<file path="config.mk">
export PLATFORM = sky130hd
export DESIGN_NAME = lcd_row_streamer_flat
export DESIGN_NICKNAME = d
export VERILOG_FILES = /design/src/rtl/lcd_row_if.sv /design/src/rtl/lcd_row_streamer.sv /design/src/flat_wrapper.sv
export SDC_FILE = /design/constraint.sdc
export NUM_CORES = 1
export LEC_CHECK = 0
export ABC_AREA = 1
export ABC_CLOCK_PERIOD_IN_PS = 1700
export CAP_MARGIN = 40
export CORE_MARGIN = 5
export CORE_UTILIZATION = 40
export DETAILED_ROUTE_END_ITERATION = 10
export PLACE_DENSITY = 0.67
export SYNTH_ARGS = -nofsm -noshare
export SYNTH_HDL_FRONTEND = slang
export SYNTH_SLANG_ARGS = --single-unit
</file>
<file path="constraint.sdc">
create_clock -name clk -period 1.7 [get_ports clk]
set_input_delay 0.255 -clock clk [delete_from_list [all_inputs] [get_ports clk]]
set_output_delay 0.255 -clock clk [all_outputs]
set_load 0.05 [all_outputs]
</file>
<file path="src/rtl/lcd_row_if.sv">
// lcd_row_if -- bundles the row-streamer's handshake and data signals.
//
// Signals:
//   row_ready      row buffer full (pulse or level; rising edge is what counts)
//   col_pos[8:0]   index of the row being displayed (0..319)
//   ram_addr[8:0]  row RAM read address
//   ram_data[7:0]  row RAM read data, valid one clk after ram_addr
//   spi_start      one-cycle request to send spi_byte
//   spi_byte[7:0]  byte to send, stable from spi_start until spi_done
//   spi_dc         0 = command byte, 1 = pixel data byte
//   spi_done       one-cycle pulse when the SPI byte finishes
//   show_row_done  one-cycle pulse when a full row has been sent
//   busy           high whenever the streamer is not idle
//
// Modports: master = the streamer, slave = the surrounding SPI/RAM/row logic.
interface lcd_row_if;
   logic       row_ready;
   logic [8:0] col_pos;
   logic [8:0] ram_addr;
   logic [7:0] ram_data;
   logic       spi_start;
   logic [7:0] spi_byte;
   logic       spi_dc;
   logic       spi_done;
   logic       show_row_done;
   logic       busy;

   modport master (
      input  row_ready, col_pos, ram_data, spi_done,
      output ram_addr, spi_start, spi_byte, spi_dc, show_row_done, busy
   );

   modport slave (
      output row_ready, col_pos, ram_data, spi_done,
      input  ram_addr, spi_start, spi_byte, spi_dc, show_row_done, busy
   );
endinterface

</file>
<file path="src/rtl/lcd_row_streamer.sv">
// lcd_row_streamer -- streams one buffered display row to an LCD over SPI.
//
// On each rising edge of row_ready a row request is latched. The streamer
// then sends a memory-write command (CMD_FIRST for row 0, CMD_NEXT for any
// other row) followed by ROW_BYTES pixel bytes read from the row RAM, and
// pulses show_row_done when the row is complete.
//
// Ports:
//   clk    single clock for all logic
//   rst_n  asynchronous active-low reset
//   bus    lcd_row_if.master (row request, RAM read port, SPI byte handshake,
//          row-done pulse and busy flag)
//
// Build option:
//   LCD_BYTE_SWAP_EN  when defined, RAM is read at counter XOR 1 so the two
//                     bytes of each RGB565 pixel go out in swapped order.
//
// All outputs are registered. spi_start/spi_byte/spi_dc are loaded in the
// CMD and DATA states and therefore appear in the first cycle of the
// following wait state. ram_addr is loaded on the transition into RD so the
// RAM has the address during RD and presents data during DATA.
module lcd_row_streamer #(
   parameter logic [8:0] ROW_BYTES = 9'd480,
   parameter logic [7:0] CMD_FIRST = 8'h2C,
   parameter logic [7:0] CMD_NEXT  = 8'h3C
) (
   input  logic          clk,
   input  logic          rst_n,
   lcd_row_if.master     bus
);

   typedef enum logic [2:0] {
      ST_IDLE      = 3'd0,
      ST_CMD       = 3'd1,
      ST_CMD_WAIT  = 3'd2,
      ST_RD        = 3'd3,
      ST_DATA      = 3'd4,
      ST_DATA_WAIT = 3'd5,
      ST_DONE      = 3'd6
   } state_t;

   state_t     state_q,         state_d;
   logic       pending_q,       pending_d;
   logic       row_ready_q,     row_ready_d;
   logic [8:0] cnt_q,           cnt_d;
   logic [8:0] ram_addr_q,      ram_addr_d;
   logic [7:0] spi_byte_q,      spi_byte_d;
   logic       spi_dc_q,        spi_dc_d;
   logic       spi_start_q,     spi_start_d;
   logic       show_row_done_q, show_row_done_d;
   logic       busy_q,          busy_d;
   logic       row_rise_s;

   // Map the byte counter to a RAM address (optionally swapping pixel bytes).
   function automatic logic [8:0] addr_of(input logic [8:0] cnt);
`ifdef LCD_BYTE_SWAP_EN
      return cnt ^ 9'd1;
`else
      return cnt;
`endif
   endfunction

   assign bus.ram_addr      = ram_addr_q;
   assign bus.spi_byte      = spi_byte_q;
   assign bus.spi_dc        = spi_dc_q;
   assign bus.spi_start     = spi_start_q;
   assign bus.show_row_done = show_row_done_q;
   assign bus.busy          = busy_q;

   // Next-state, datapath and output decode.
   always_comb begin
      state_d     = state_q;
      cnt_d       = cnt_q;
      ram_addr_d  = ram_addr_q;
      spi_byte_d  = spi_byte_q;
      spi_dc_d    = spi_dc_q;
      spi_start_d = 1'b0;
      row_ready_d = bus.row_ready;
      row_rise_s  = bus.row_ready & ~row_ready_q;

      case (state_q)
         ST_IDLE: begin
            if (pending_q) begin
               state_d = ST_CMD;
            end else begin
               state_d = ST_IDLE;
            end
         end
         ST_CMD: begin
            if (bus.col_pos == 9'd0) begin
               spi_byte_d = CMD_FIRST;
            end else begin
               spi_byte_d = CMD_NEXT;
            end
            spi_dc_d    = 1'b0;
            spi_start_d = 1'b1;
            state_d     = ST_CMD_WAIT;
         end
         ST_CMD_WAIT: begin
            if (bus.spi_done) begin
               cnt_d      = 9'd0;
               ram_addr_d = addr_of(9'd0);
               state_d    = ST_RD;
            end else begin
               state_d = ST_CMD_WAIT;
            end
         end
         ST_RD: begin
            // Address already presented; RAM data is valid next cycle.
            state_d = ST_DATA;
         end
         ST_DATA: begin
            spi_byte_d  = bus.ram_data;
            spi_dc_d    = 1'b1;
            spi_start_d = 1'b1;
            state_d     = ST_DATA_WAIT;
         end
         ST_DATA_WAIT: begin
            if (bus.spi_done) begin
               if (cnt_q == (ROW_BYTES - 9'd1)) begin
                  state_d = ST_DONE;
               end else begin
                  cnt_d      = cnt_q + 9'd1;
                  ram_addr_d = addr_of(cnt_q + 9'd1);
                  state_d    = ST_RD;
               end
            end else begin
               state_d = ST_DATA_WAIT;
            end
         end
         ST_DONE: begin
            cnt_d   = 9'd0;
            state_d = ST_IDLE;
         end
         default: begin
            cnt_d   = 9'd0;
            state_d = ST_IDLE;
         end
      endcase

      // A pending request is consumed when IDLE launches the row; any edge
      // arriving while a request is already pending is dropped.
      if (pending_q) begin
         pending_d = (state_q != ST_IDLE);
      end else begin
         pending_d = row_rise_s;
      end

      busy_d          = (state_d != ST_IDLE);
      show_row_done_d = (state_d == ST_DONE);
   end

   // State and output registers.
   always_ff @(posedge clk or negedge rst_n) begin
      if (!rst_n) begin
         state_q         <= ST_IDLE;
         pending_q       <= 1'b0;
         row_ready_q     <= 1'b0;
         cnt_q           <= 9'd0;
         ram_addr_q      <= 9'd0;
         spi_byte_q      <= 8'h00;
         spi_dc_q        <= 1'b0;
         spi_start_q     <= 1'b0;
         show_row_done_q <= 1'b0;
         busy_q          <= 1'b0;
      end else begin
         state_q         <= state_d;
         pending_q       <= pending_d;
         row_ready_q     <= row_ready_d;
         cnt_q           <= cnt_d;
         ram_addr_q      <= ram_addr_d;
         spi_byte_q      <= spi_byte_d;
         spi_dc_q        <= spi_dc_d;
         spi_start_q     <= spi_start_d;
         show_row_done_q <= show_row_done_d;
         busy_q          <= busy_d;
      end
   end

endmodule

</file>
<file path="src/flat_wrapper.sv">
// flat-port wrapper written by rule: the top's interface ports become plain ports
module lcd_row_streamer_flat 
#(
   parameter logic [8:0] ROW_BYTES = 9'd480,
   parameter logic [7:0] CMD_FIRST = 8'h2C,
   parameter logic [7:0] CMD_NEXT  = 8'h3C
)
  (clk, rst_n, bus_row_ready, bus_col_pos, bus_ram_data, bus_spi_done, bus_ram_addr, bus_spi_start, bus_spi_byte, bus_spi_dc, bus_show_row_done, bus_busy);
  lcd_row_if bus_i ();
  input  logic clk;
  input  logic rst_n;
  input wire logic [$bits(bus_i.row_ready)-1:0] bus_row_ready;
  input wire logic [$bits(bus_i.col_pos)-1:0] bus_col_pos;
  input wire logic [$bits(bus_i.ram_data)-1:0] bus_ram_data;
  input wire logic [$bits(bus_i.spi_done)-1:0] bus_spi_done;
  output wire logic [$bits(bus_i.ram_addr)-1:0] bus_ram_addr;
  output wire logic [$bits(bus_i.spi_start)-1:0] bus_spi_start;
  output wire logic [$bits(bus_i.spi_byte)-1:0] bus_spi_byte;
  output wire logic [$bits(bus_i.spi_dc)-1:0] bus_spi_dc;
  output wire logic [$bits(bus_i.show_row_done)-1:0] bus_show_row_done;
  output wire logic [$bits(bus_i.busy)-1:0] bus_busy;
  assign bus_i.row_ready = bus_row_ready;
  assign bus_i.col_pos = bus_col_pos;
  assign bus_i.ram_data = bus_ram_data;
  assign bus_i.spi_done = bus_spi_done;
  assign bus_ram_addr = bus_i.ram_addr;
  assign bus_spi_start = bus_i.spi_start;
  assign bus_spi_byte = bus_i.spi_byte;
  assign bus_spi_dc = bus_i.spi_dc;
  assign bus_show_row_done = bus_i.show_row_done;
  assign bus_busy = bus_i.busy;
  lcd_row_streamer #(.ROW_BYTES(ROW_BYTES), .CMD_FIRST(CMD_FIRST), .CMD_NEXT(CMD_NEXT)) u_core (.clk(clk), .rst_n(rst_n), .bus(bus_i));
endmodule
</file>
# Yosys cells after proc, flatten, opt, wreduce, memory -nomap -nowiden
# Cells that the tools add are included.
[op_classes]
n_addsub = 1
eq_ne = 10
n_mux = 15
bitwise_logic = 3
reduce_logical = 10
[ops]
columns = ["operator", "count"]
rows = [
  ["2-to-1 mux 9 bit", 3],
  ["one-hot mux 9 bit (3 select lines)", 1],
  ["one-hot mux 3 bit (6 select lines)", 1],
  ["one-hot mux 9 bit (2 select lines)", 1],
  ["one-hot mux 8 bit (2 select lines)", 1],
  ["adder 9 x 1 -> 9 bit, second input constant", 1],
  ["== test 3 bit, second input constant", 3],
  ["== test 9 bit, second input constant", 1],
  ["zero test 9 bit", 1],
  ["AND reduction 4 bit", 2],
  ["== test 3 x 2 -> 1 bit, second input constant", 2],
  ["2-to-1 mux 3 bit", 2],
  ["inequality test 2 bit, second input constant", 3],
  ["nonzero test 3 bit", 2],
  ["2-to-1 mux 5 bit", 1],
  ["2-to-1 mux 1 bit", 4],
  ["nonzero test 2 bit", 2],
  ["OR reduction 4 bit", 1],
  ["== test 3 x 1 -> 1 bit, second input constant", 1],
  ["zero test 3 bit", 1],
  ["NOT 1 bit", 2],
  ["one-hot mux 1 bit (2 select lines)", 1],
  ["OR reduction 2 bit", 1],
  ["bitwise AND 1 bit", 1],
]
[word_totals]
regBits = 35
out_inout_bits = 21
wordCells = 49

# Logic depth before layout (Yosys ltp)
[depth]
word_depth = 5
ltp_mapped = 8
depth_no_buf = 8

# Least setup slack after synthesis
# Ideal clock, no wire load.
[synth_path]
path_type = "register to register"
from = "register u_core.cnt_q[0]"
to = "register u_core.ram_addr_q[5] (netlist: u_core.bus.ram_addr[5])"
arrival_ns = 1.254
required_ns = 1.582
slack_ns = 0.327
path_stages_with_launch = 9
path_buffers = 0
path_cell_list = "dfrtp_1 ha_1 nand3_2 nor2_4 nand3_4 nand2_4 inv_4 nand2_2 nand2_1"
[synth_via]
elab_chain_len = 4
[synth_lines]
columns = ["element", "line", "rtl"]
rows = [
  ["start: declaration", "lcd_row_streamer.sv:45", "logic [8:0] cnt_q, cnt_d;"],
  ["start signal: assignment", "lcd_row_streamer.sv:170", "cnt_q <= cnt_d;"],
  ["adder 9 x 1 -> 9 bit", "lcd_row_streamer.sv:124", "ram_addr_d = addr_of(cnt_q + 9'd1);"],
  ["2-to-1 mux 9 bit", "lcd_row_streamer.sv:120", "if (cnt_q == (ROW_BYTES - 9'd1)) begin"],
  ["2-to-1 mux 9 bit", "lcd_row_streamer.sv:119", "if (bus.spi_done) begin"],
  ["one-hot mux 9 bit (2 select lines)", "lcd_row_streamer.sv:81", "case (state_q)"],
  ["end signal: assignment", "lcd_row_streamer.sv:171", "ram_addr_q <= ram_addr_d;"],
  ["end: declaration", "lcd_row_streamer.sv:46", "logic [8:0] ram_addr_q, ram_addr_d;"],
]
# Parallel ways exist; a longest one is shown, timed or not. The select of a mux whose other input is x is not followed.
# A chain may end at the register's enable or synchronous reset.

# Worst setup path in the final report
[layout_path]
from = "register u_core.cnt_q[0]"
to = "register u_core.ram_addr_q[7] (netlist: u_core.bus.ram_addr[7])"
# Same word-level chain as after synthesis.

==> results.cfg <==
[logic_synthesis]
yosysTopAreaCell = dfrtp_1
yosys-top-cells-count = nand2_1, dfrtp_1, nor2_1, nand3_1, inv_1
yosysSeqAreaShare_pct = 53.2
yosysTopAreaCellShare_pct = 53.2
synth-simple-area-share_pct = 35.5
synthMuxAreaShare_pct = 0
synth_top_family_by_area = simple AND/OR/NAND/NOR gates
ys.flop_type = dfrtp_1
async_flop_share_pct = 100
synth.avg_cell_area_sq_um = 8.58
synth-edff-count = 0
synth_compound_area_share_pct = 6.83
ys_ff_latch = 35
synth_area_sq_um = 1650
synthXorXnorAreaFrac_pct = 0
synth_warnings = 0
synth_cell_types = 24
netlist_instances = 192
syn-num-nets = 214
synthAdderAreaFrac_pct = 0.759
synthTopCellsByArea = dfrtp_1, nand2_1, nor2_1
synth.most_common_cell = nand2_1

[sta]
drv_slew = 0
finalHoldViolCount = 0
finalClockSkew_ns = 0.00352
finalWorstSetupSlack_ns = 0.176
period_needed_ns = 1.52
max_freq_ghz = 0.656
slew_headroom_pct = 66.3
worstMarginPinSlew_ns = 0.504
finalCritPeriodShare_pct = 89.7
setup_tns_ns = 0
grt_setup_unrepaired = no
finalSetupViolCount = 0

[place]
place_congestion = 0.894
port_buffers = 41
pre_cts_slack_ns = 0.142
dp_hpwl_um = 2710

[floorplanning]
rows = 23
start_util_pct = 41.2
chipWidth_um = 74.2
ioPinCount = 42
die-area_sq_um = 5500
coreArea_sq_um = 4000
dieHeight_um = 74.2

[detailed_routing]
avgRoutedWirePerCell_um = 12.7
drtPass1Iterations = 4
drt_iter0_drc = 65
postRouteAntennaNets = 0
drcViolationCount = 0
via_per_inst = 4.80
via_count = 1401
wl_um = 3700

[run]
maxCapViolCount = 0

[cts]
cts_hold_buf = 0
cts_buffer_depth = 2
cts_root_buf = clkbuf_8
path_clk_slew_ns = 0.07
cts_tree = done
cts_sinks = 35
clkLatencyLatePin_ns = 0.28
cts_made_buffers = 5
htreeDepth = 2

[finish]
nets = 263
drive_above_1_share_pct = 20.2
final_core_util_pct = 54.6
area_delta_synth_final_pct = 32.5
n_antenna_cell = 0

[min_path]
min_path_type = in2async

[global_route]
antenna_found_initial = 0
overflow = 0
gr-usage-all-layers_pct = 15.2
grt_max_degree = 36
grt_pass1_vias = 1462
grt_pass1_wl_um = 6420

[critical_path]
critPathMaxFanout = 10
arrival_ns = 1.70
cp-end-kind = flip-flop
r2r.worst_path.cells = 8
critPathKind = reg2reg
r2r-start = u_core.cnt_q[0]
worst_ep_required_time_ns = 1.87
cp-start-kind = flip-flop
reg2reg_to = u_core.bus.ram_addr[7]
regToRegSetupSlack_ns = 0.18

[status]
status = finished, final reports clean

[power]
power_mw = 3.22
irDropWorstVdd_v = 0.000557
power-per-cell-area_nw_per_um2 = 1470
cellLeakagePower_nw = 1.08
[stage by stage]
step	hold slack, ns	instance area (sq um)	instances
detailed placement	0.463	2080	284
floorplan	-0.0406	1650	192
global placement	0.459	2080	284
finish	0.389	2180	292
CTS	0.406	2180	292
global route	0.425	2180	292
[power by group]
group | leakage (nW) | total (mW) | internal (mW) | switching, mW
combinational | 0.577 | 1.41 | 0.447 | 0.966
sequential | 0.455 | 1.16 | 1.02 | 0.138
clock | 0.0515 | 0.650 | 0.370 | 0.281
total | 1.08 | 3.22 | 1.83 | 1.38
[sequential cells by signal (all words and copies together), names as in the netlist]
name / count
u_core.pending_q: 1
u_core.bus.show_row_done: 1
u_core.bus.spi_dc: 1
u_core.row_ready_q: 1
u_core.state_q: 3
u_core.cnt_q: 9
u_core.bus.ram_addr: 9
u_core.bus.spi_byte: 8
u_core.bus.busy: 1
u_core.bus.spi_start: 1
[per-layer routing]
layer	global-route usage [%]	wire [um]	vias to the layer above
li1	-	-	726
met1	19.6	1690	628
met2	23.3	1640	45
met3	4.46	357	2
met4	7.44	16	0
met5	0	0	-
[logic make-up after synthesis]
kind of cell	Yosys count
compound gates	17
fa+ha+maj	1
buf+inv	15
flops	35
simple gates	124
[worst max path at each step]
stage | from | to | slack, ns | cells after the start
6_report | u_core.cnt_q[0] | u_core.bus.ram_addr[7] | 0.18 | 8
3_5_place_dp | bus_spi_done | u_core.bus.ram_addr[8] | 0.14 | 7
3_3_place_gp | bus_spi_done | u_core.bus.ram_addr[5] | 0.16 | 7
4_1_cts | u_core.bus.spi_start | bus_spi_start | 0.02 | 1
2_1_floorplan | u_core.cnt_q[0] | u_core.bus.ram_addr[5] | 0.33 | 8
5_1_grt | u_core.cnt_q[0] | u_core.bus.ram_addr[5] | 0.01 | 8
[cells in the final DEF (no fill, tap or decap), types with 7 or more instances in the layout]
master | netlist | final
clkdlybuf4s50_1 | 0 | 20
nand2_2 | 8 | 8
inv_1 | 10 | 10
nand2_1 | 56 | 56
nor2_1 | 26 | 26
dfrtp_1 | 35 | 35
clkbuf_8 | 0 | 7
a21oi_1 | 8 | 8
buf_4 | 0 | 22
nand3_1 | 18 | 18
[worst max-delay path, cell delays in order (launching register included)]
cell     delay [ns]
dfrtp_1        0.42
ha_1           0.27
nand3_2        0.12
nor2_4         0.15
nand3_4        0.12
nand2_4        0.15
inv_4          0.07
nand2_2        0.07
nand2_1        0.05
[area by class of cell]
type	instances	area, sq um
inverters	14	57.6
well taps	50	62.6
clock buffers	8	100
multi-input cells	142	709
flip-flops and latches	35	876
fillers	398	1820
repair buffers	43	378
[repair_timing]
action,in CTS,in global routing
endpoints found under the setup margin,0,1
resized for setup,0,1
setup buffers,0,0
hold endpoints to repair,0,0
Note: power is estimated with default switching activity, not from simulation.
